===== src/rtl/alu_issue_queue.sv =====
// rtl/alu_issue_queue.sv - ALU reservation-station issue queue with CDB wakeup and result register
// Oldest-ready select by per-entry age; single dispatch and single issue per cycle.
module alu_issue_queue #(
    parameter int ROB_IX = 2,
    parameter int DEPTH  = 4
) (
    input  logic              clk_in,
    input  logic              rst_in,
    input  logic              flush_in,
    input  logic              disp_valid_in,
    output logic              disp_ready_out,
    input  logic [3:0]        disp_func_in,
    input  logic [ROB_IX:0]   disp_rob_ix_in,
    input  logic              disp_rdy1_in,
    input  logic [ROB_IX:0]   disp_tag1_in,
    input  logic [31:0]       disp_val1_in,
    input  logic              disp_rdy2_in,
    input  logic [ROB_IX:0]   disp_tag2_in,
    input  logic [31:0]       disp_val2_in,
    input  logic              cdb_valid_in,
    input  logic [ROB_IX:0]   cdb_rob_ix_in,
    input  logic [31:0]       cdb_data_in,
    output logic              alu_valid_out,
    output logic [31:0]       alu_rval1_out,
    output logic [31:0]       alu_rval2_out,
    output logic [3:0]        alu_func_out,
    output logic [ROB_IX:0]   alu_rob_ix_out,
    input  logic [31:0]       alu_data_in,
    output logic              res_valid_out,
    output logic [ROB_IX:0]   res_rob_ix_out,
    output logic [31:0]       res_data_out,
    input  logic              res_read_in
);
    localparam int TW = ROB_IX + 1;
    localparam int AW = $clog2(DEPTH);

    typedef struct packed {
        logic          valid;
        logic [3:0]    func;
        logic [TW-1:0] rob_ix;
        logic          rdy1;
        logic [TW-1:0] tag1;
        logic [31:0]   val1;
        logic          rdy2;
        logic [TW-1:0] tag2;
        logic [31:0]   val2;
        logic [AW-1:0] age;
    } entry_t;

    entry_t        ent_q [DEPTH];
    entry_t        ent_d [DEPTH];
    logic          res_valid_q, res_valid_d;
    logic [TW-1:0] res_rob_ix_q, res_rob_ix_d;
    logic [31:0]   res_data_q, res_data_d;

    logic          any_elig, free_found, res_free, issue, dispatch;
    logic [AW-1:0] sel_ix, sel_age, free_ix;

    // Strict '>' keeps the lowest index on an (unexpected) age tie.
    always_comb begin
        any_elig   = 1'b0;
        sel_ix     = '0;
        sel_age    = '0;
        free_found = 1'b0;
        free_ix    = '0;
        for (int i = 0; i < DEPTH; i++) begin
            if (ent_q[i].valid && ent_q[i].rdy1 && ent_q[i].rdy2 &&
                (!any_elig || ent_q[i].age > sel_age)) begin
                any_elig = 1'b1;
                sel_ix   = AW'(i);
                sel_age  = ent_q[i].age;
            end
            if (!ent_q[i].valid && !free_found) begin
                free_found = 1'b1;
                free_ix    = AW'(i);
            end
        end
    end

    assign res_free       = !res_valid_q || res_read_in;
    assign issue          = any_elig && res_free && !flush_in;
    assign dispatch       = disp_valid_in && free_found && !flush_in;
    assign disp_ready_out = free_found;

    assign alu_valid_out  = issue;
    assign alu_rval1_out  = issue ? ent_q[sel_ix].val1   : 32'd0;
    assign alu_rval2_out  = issue ? ent_q[sel_ix].val2   : 32'd0;
    assign alu_func_out   = issue ? ent_q[sel_ix].func   : 4'd0;
    assign alu_rob_ix_out = issue ? ent_q[sel_ix].rob_ix : '0;

    always_comb begin
        for (int i = 0; i < DEPTH; i++) begin
            ent_d[i] = ent_q[i];
            if (cdb_valid_in && ent_q[i].valid && !ent_q[i].rdy1 && ent_q[i].tag1 == cdb_rob_ix_in) begin
                ent_d[i].rdy1 = 1'b1;
                ent_d[i].val1 = cdb_data_in;
            end
            if (cdb_valid_in && ent_q[i].valid && !ent_q[i].rdy2 && ent_q[i].tag2 == cdb_rob_ix_in) begin
                ent_d[i].rdy2 = 1'b1;
                ent_d[i].val2 = cdb_data_in;
            end
            if (dispatch && ent_q[i].valid && ent_q[i].age != AW'(DEPTH - 1)) begin
                ent_d[i].age = ent_q[i].age + 1'b1;
            end
            if (issue && sel_ix == AW'(i)) begin
                ent_d[i].valid = 1'b0;
            end
            // A source still waiting at dispatch can be satisfied by this cycle's broadcast.
            if (dispatch && free_ix == AW'(i)) begin
                ent_d[i].valid  = 1'b1;
                ent_d[i].func   = disp_func_in;
                ent_d[i].rob_ix = disp_rob_ix_in;
                ent_d[i].age    = '0;
                ent_d[i].tag1   = disp_tag1_in;
                ent_d[i].tag2   = disp_tag2_in;
                ent_d[i].rdy1   = disp_rdy1_in;
                ent_d[i].val1   = disp_val1_in;
                ent_d[i].rdy2   = disp_rdy2_in;
                ent_d[i].val2   = disp_val2_in;
                if (!disp_rdy1_in && cdb_valid_in && disp_tag1_in == cdb_rob_ix_in) begin
                    ent_d[i].rdy1 = 1'b1;
                    ent_d[i].val1 = cdb_data_in;
                end
                if (!disp_rdy2_in && cdb_valid_in && disp_tag2_in == cdb_rob_ix_in) begin
                    ent_d[i].rdy2 = 1'b1;
                    ent_d[i].val2 = cdb_data_in;
                end
            end
            if (flush_in) begin
                ent_d[i].valid = 1'b0;
            end
        end
    end

    always_comb begin
        res_valid_d  = res_valid_q;
        res_rob_ix_d = res_rob_ix_q;
        res_data_d   = res_data_q;
        if (flush_in) begin
            res_valid_d = 1'b0;
        end else if (issue) begin
            res_valid_d  = 1'b1;
            res_rob_ix_d = alu_rob_ix_out;
            res_data_d   = alu_data_in;
        end else if (res_read_in) begin
            res_valid_d = 1'b0;
        end
    end

    always_ff @(posedge clk_in) begin
        if (rst_in) begin
            for (int i = 0; i < DEPTH; i++) begin
                ent_q[i] <= '0;
            end
            res_valid_q  <= 1'b0;
            res_rob_ix_q <= '0;
            res_data_q   <= '0;
        end else begin
            for (int i = 0; i < DEPTH; i++) begin
                ent_q[i] <= ent_d[i];
            end
            res_valid_q  <= res_valid_d;
            res_rob_ix_q <= res_rob_ix_d;
            res_data_q   <= res_data_d;
        end
    end

    assign res_valid_out  = res_valid_q;
    assign res_rob_ix_out = res_rob_ix_q;
    assign res_data_out   = res_data_q;
endmodule


===== config.mk =====
export PLATFORM = sky130hd
export DESIGN_NAME = alu_issue_queue
export DESIGN_NICKNAME = d
export VERILOG_FILES = /design/src/rtl/alu_issue_queue.sv
export SDC_FILE = /design/constraint.sdc
export NUM_CORES = 1
export LEC_CHECK = 0
export BUFFER_PORTS_ARGS = -buffer_cell sky130_fd_sc_hd__buf_2
export CAP_MARGIN = 15
export CELL_PAD_IN_SITES_DETAIL_PLACEMENT = 0
export CELL_PAD_IN_SITES_GLOBAL_PLACEMENT = 1
export CORE_MARGIN = 1
export CORE_UTILIZATION = 48
export DETAILED_ROUTE_END_ITERATION = 12
export PLACE_DENSITY = 0.9
export SYNTH_ARGS = -nofsm -noshare
export SYNTH_HDL_FRONTEND = slang
export SYNTH_SLANG_ARGS = --single-unit

===== constraint.sdc =====
create_clock -name clk_in -period 12.4 [get_ports clk_in]
set_input_delay 1.24 -clock clk_in [delete_from_list [all_inputs] [get_ports clk_in]]
set_output_delay 1.24 -clock clk_in [all_outputs]
set_load 0.05 [all_outputs]

==> out/results.ini <==
[yosys]
synth_area_leaders=dfxtp_1 39%, a211oi_1 11%, mux2i_1 4.7%
ys_top_cells_by_count=364 x dfxtp_1, 276 x a211oi_1, 179 x nand2_1, 153 x clkbuf_1, 150 x nor2_1
synth_top_cell_area_share_pct=38.7
yosysWarningCount=0
synth_edf_count=0
syn-mean-instance-area_um2=9.26
synthArstFlopShare_pct=0
yosysSeqAreaShare_pct=38.7
ys.flop_type=dfxtp_1
synth_cell_types=55
synth_nets=2194
synth.most_common_cell=dfxtp_1
synth_top_cell_by_area=dfxtp_1
syn_inst=2032
netlist_area_um2=18800
synth-seq-cells=364

[worst_setup_path]
cp.required_ns=11.16
rr_worst_depth=20
critical_path.startpoint=ent_q[0][81]$_SDFFE_PP0P_
criticalPathCategory=reg -> out
r2r_end=ent_q[1][81]$_SDFFE_PP0P_
arrival_ns=8.26
worstSetupEndpointType=output port
reg2reg_from=ent_q[0][81]$_SDFFE_PP0P_
cp-start-kind=flop
r2r_setup_slack_ns=5.04
cp_max_fo=47

[clock_tree]
cts.htree.levels=2
numCtsBuffers=42
clk_pin_slew_ns=0.05
postCtsSetupBuffers=0
clockBufferDepth=3
cts_sinks=364
cts_tree=built
postCtsHoldBufs=0
cts-resized-gates=0
clk_latency_ns=0.57
cts-root-buf=clkbuf_16

[timing]
rsz0062_at_grt=no
timing.final.crit_share_pct=76.6
max_freq_mhz=105
hold_viol_final=0
slew_headroom_pct=2.38
finalMaxSlewViolations=0
setup_violations=0
tightest_slew_ns=1.46
min_period_ns=9.50
fin_skew_ns=0.0238
fin_setup_tns_ns=0

[routing]
wl_per_cell_um=24.3
drc=0
viasPerCell=6.55
drtIter0Drc=1902
drt-total-wl_um=64700
num_vias=17500
drt_first_pass_iters=8
ant_nets=0

[floorplan]
die_area_um2=40000
ios=261
die_x_um=200
core_um2=38600
die_y_um=200
start_util_pct=48.7
placementRows=72

[final_layout]
drive_above_1_share_pct=20.4
layout.nets=2276
nFillCells=3501
area_growth_syn_to_layout_pct=12.7
stdcell_count=2666
stdcell_area_um2=21200

[outcome]
outcome=completed

[placed_design]
postPlaceCellArea_um2=19800
port_buffers=260
dp_cells=2588
dp_hpwl_um=37600
routabilityCongestion=0.831

[min_path]
whs_path_depth=2
whs_endpoint=ent_q[3][76]$_SDFFE_PP0P_
min_path_type=reg -> reg
min_from=ent_q[3][76]$_SDFFE_PP0P_

[power]
ir_drop_uv=102
p_leak_nw=8.61
power_density_nw_per_um2=124

[global_routing]
grt-ovfl-total=0
grt_pass1_wl_um=96800
antenna_found_initial=7
grt_usage_pct=31.4
grt_max_degree=239
grt_pass1_vias=16700

[job]
cap_violations=0

[cells in the final DEF (no fill, tap or decap), types with 27 or more instances in the layout]
cell | netlist | routed
nand2_1 | 179 | 179
clkbuf_16 | 0 | 43
nor2b_1 | 108 | 107
buf_2 | 46 | 259
mux2_1 | 27 | 27
buf_4 | 23 | 29
a222oi_1 | 74 | 74
a21oi_1 | 92 | 91
a32o_1 | 68 | 68
a21o_1 | 69 | 69
mux2i_1 | 89 | 89
nor2_1 | 150 | 148
a211oi_1 | 276 | 276
dfxtp_1 | 364 | 364
a211oi_2 | 27 | 27
a221o_1 | 68 | 68
[cell type report]
cell class,count,area (µm²),share of cell area (%)
Sequential cell,364,7290,34.4
Multi-Input combinational cell,1409,10300,48.7
Clock buffer,60,1230,5.80
Clock inverter,12,124,0.584
Timing Repair Buffer,290,1550,7.31
Inverter,7,26.3,0.124
Tap cell,518,648,3.06
Antenna cell,6,15.0,0.0708
[sequential cells by signal, summed over array words and instances (netlist names)]
signal          flops
res_valid_out       1
res_rob_ix_out      3
ent_q             328
res_data_out       32
[metrics by stage]
stage	hold WS (ns)	power [mW]	worst slack, ns	util [%]
6_report	0.453	2.64	2.90	54.9
5_1_grt	0.471	2.71	2.67	54.8
4_1_cts	0.451	2.65	3.03	54.8
3_5_place_dp	0.444	1.42	3.64	51.3
3_3_place_gp	0.437	1.42	3.90	51.3
2_1_floorplan	0.432	1.35	6.03	-
[report_power, final]
| part | internal [mW] | total (mW) | leakage [nW] | switching (mW) |
|---|---|---|---|---|
| Clock | 0.729 | 1.24 | 0.669 | 0.508 |
| Sequential | 1.19 | 1.20 | 2.94 | 0.0106 |
| Combinational | 0.0706 | 0.202 | 4.99 | 0.131 |
[critical path: stages, from the launching register on]
cell and delay (ns):
dfxtp_1 0.53, and3_1 0.49, nand2_1 0.11, ha_1 0.29, nor2b_1 0.15, o21ai_0 0.26, a21oi_1 0.15, a22o_1 0.29
ha_1 0.19, nor2b_1 0.12, a2bb2oi_1 0.40, o21a_2 0.82, buf_4 0.66, mux2_2 0.41, ha_1 0.29, nor2b_1 0.14
a2bb2oi_1 0.17, a21oi_4 0.17, and3_2 0.62, buf_4 0.70, a32o_1 0.33, buf_2 0.30
[worst max-delay path by stage]
| stage | to | slack, ns | depth (start not counted) |
|---|---|---|---|
| 3_5_place_dp | alu_rval1_out[28] | 3.64 | 21 |
| 4_1_cts | alu_rval1_out[28] | 3.03 | 21 |
| 5_1_grt | alu_rval2_out[6] | 2.67 | 21 |
| 2_1_floorplan | alu_rob_ix_out[0] | 6.03 | 23 |
| 3_3_place_gp | alu_rval1_out[28] | 3.90 | 21 |
| 6_report | alu_rval2_out[5] | 2.90 | 21 |
[layer usage]
| layer | part of all wire [%] | track usage, % |
|---|---|---|
| met3 | 9.8 | 5.34 |
| met1 | 41 | 41.8 |
| met4 | 5.2 | 17.6 |
| met2 | 44 | 48.3 |
| met5 | 0.022 | 0 |
[kinds of logic after synthesis]
| family | count (synthesis) | synth area share, % |
|---|---|---|
| multiplexers | 138 | 7.67 |
| AND/OR/NAND/NOR | 520 | 13.7 |
| buffers and inverters | 259 | 6.85 |
| flip-flops | 364 | 38.7 |
| adder cells (fa/ha/maj) | 10 | 0.665 |
| XOR/XNOR | 34 | 1.66 |
| AO/OA/AOI/OAI | 707 | 30.7 |
Note: power is estimated with default switching activity, not from simulation.
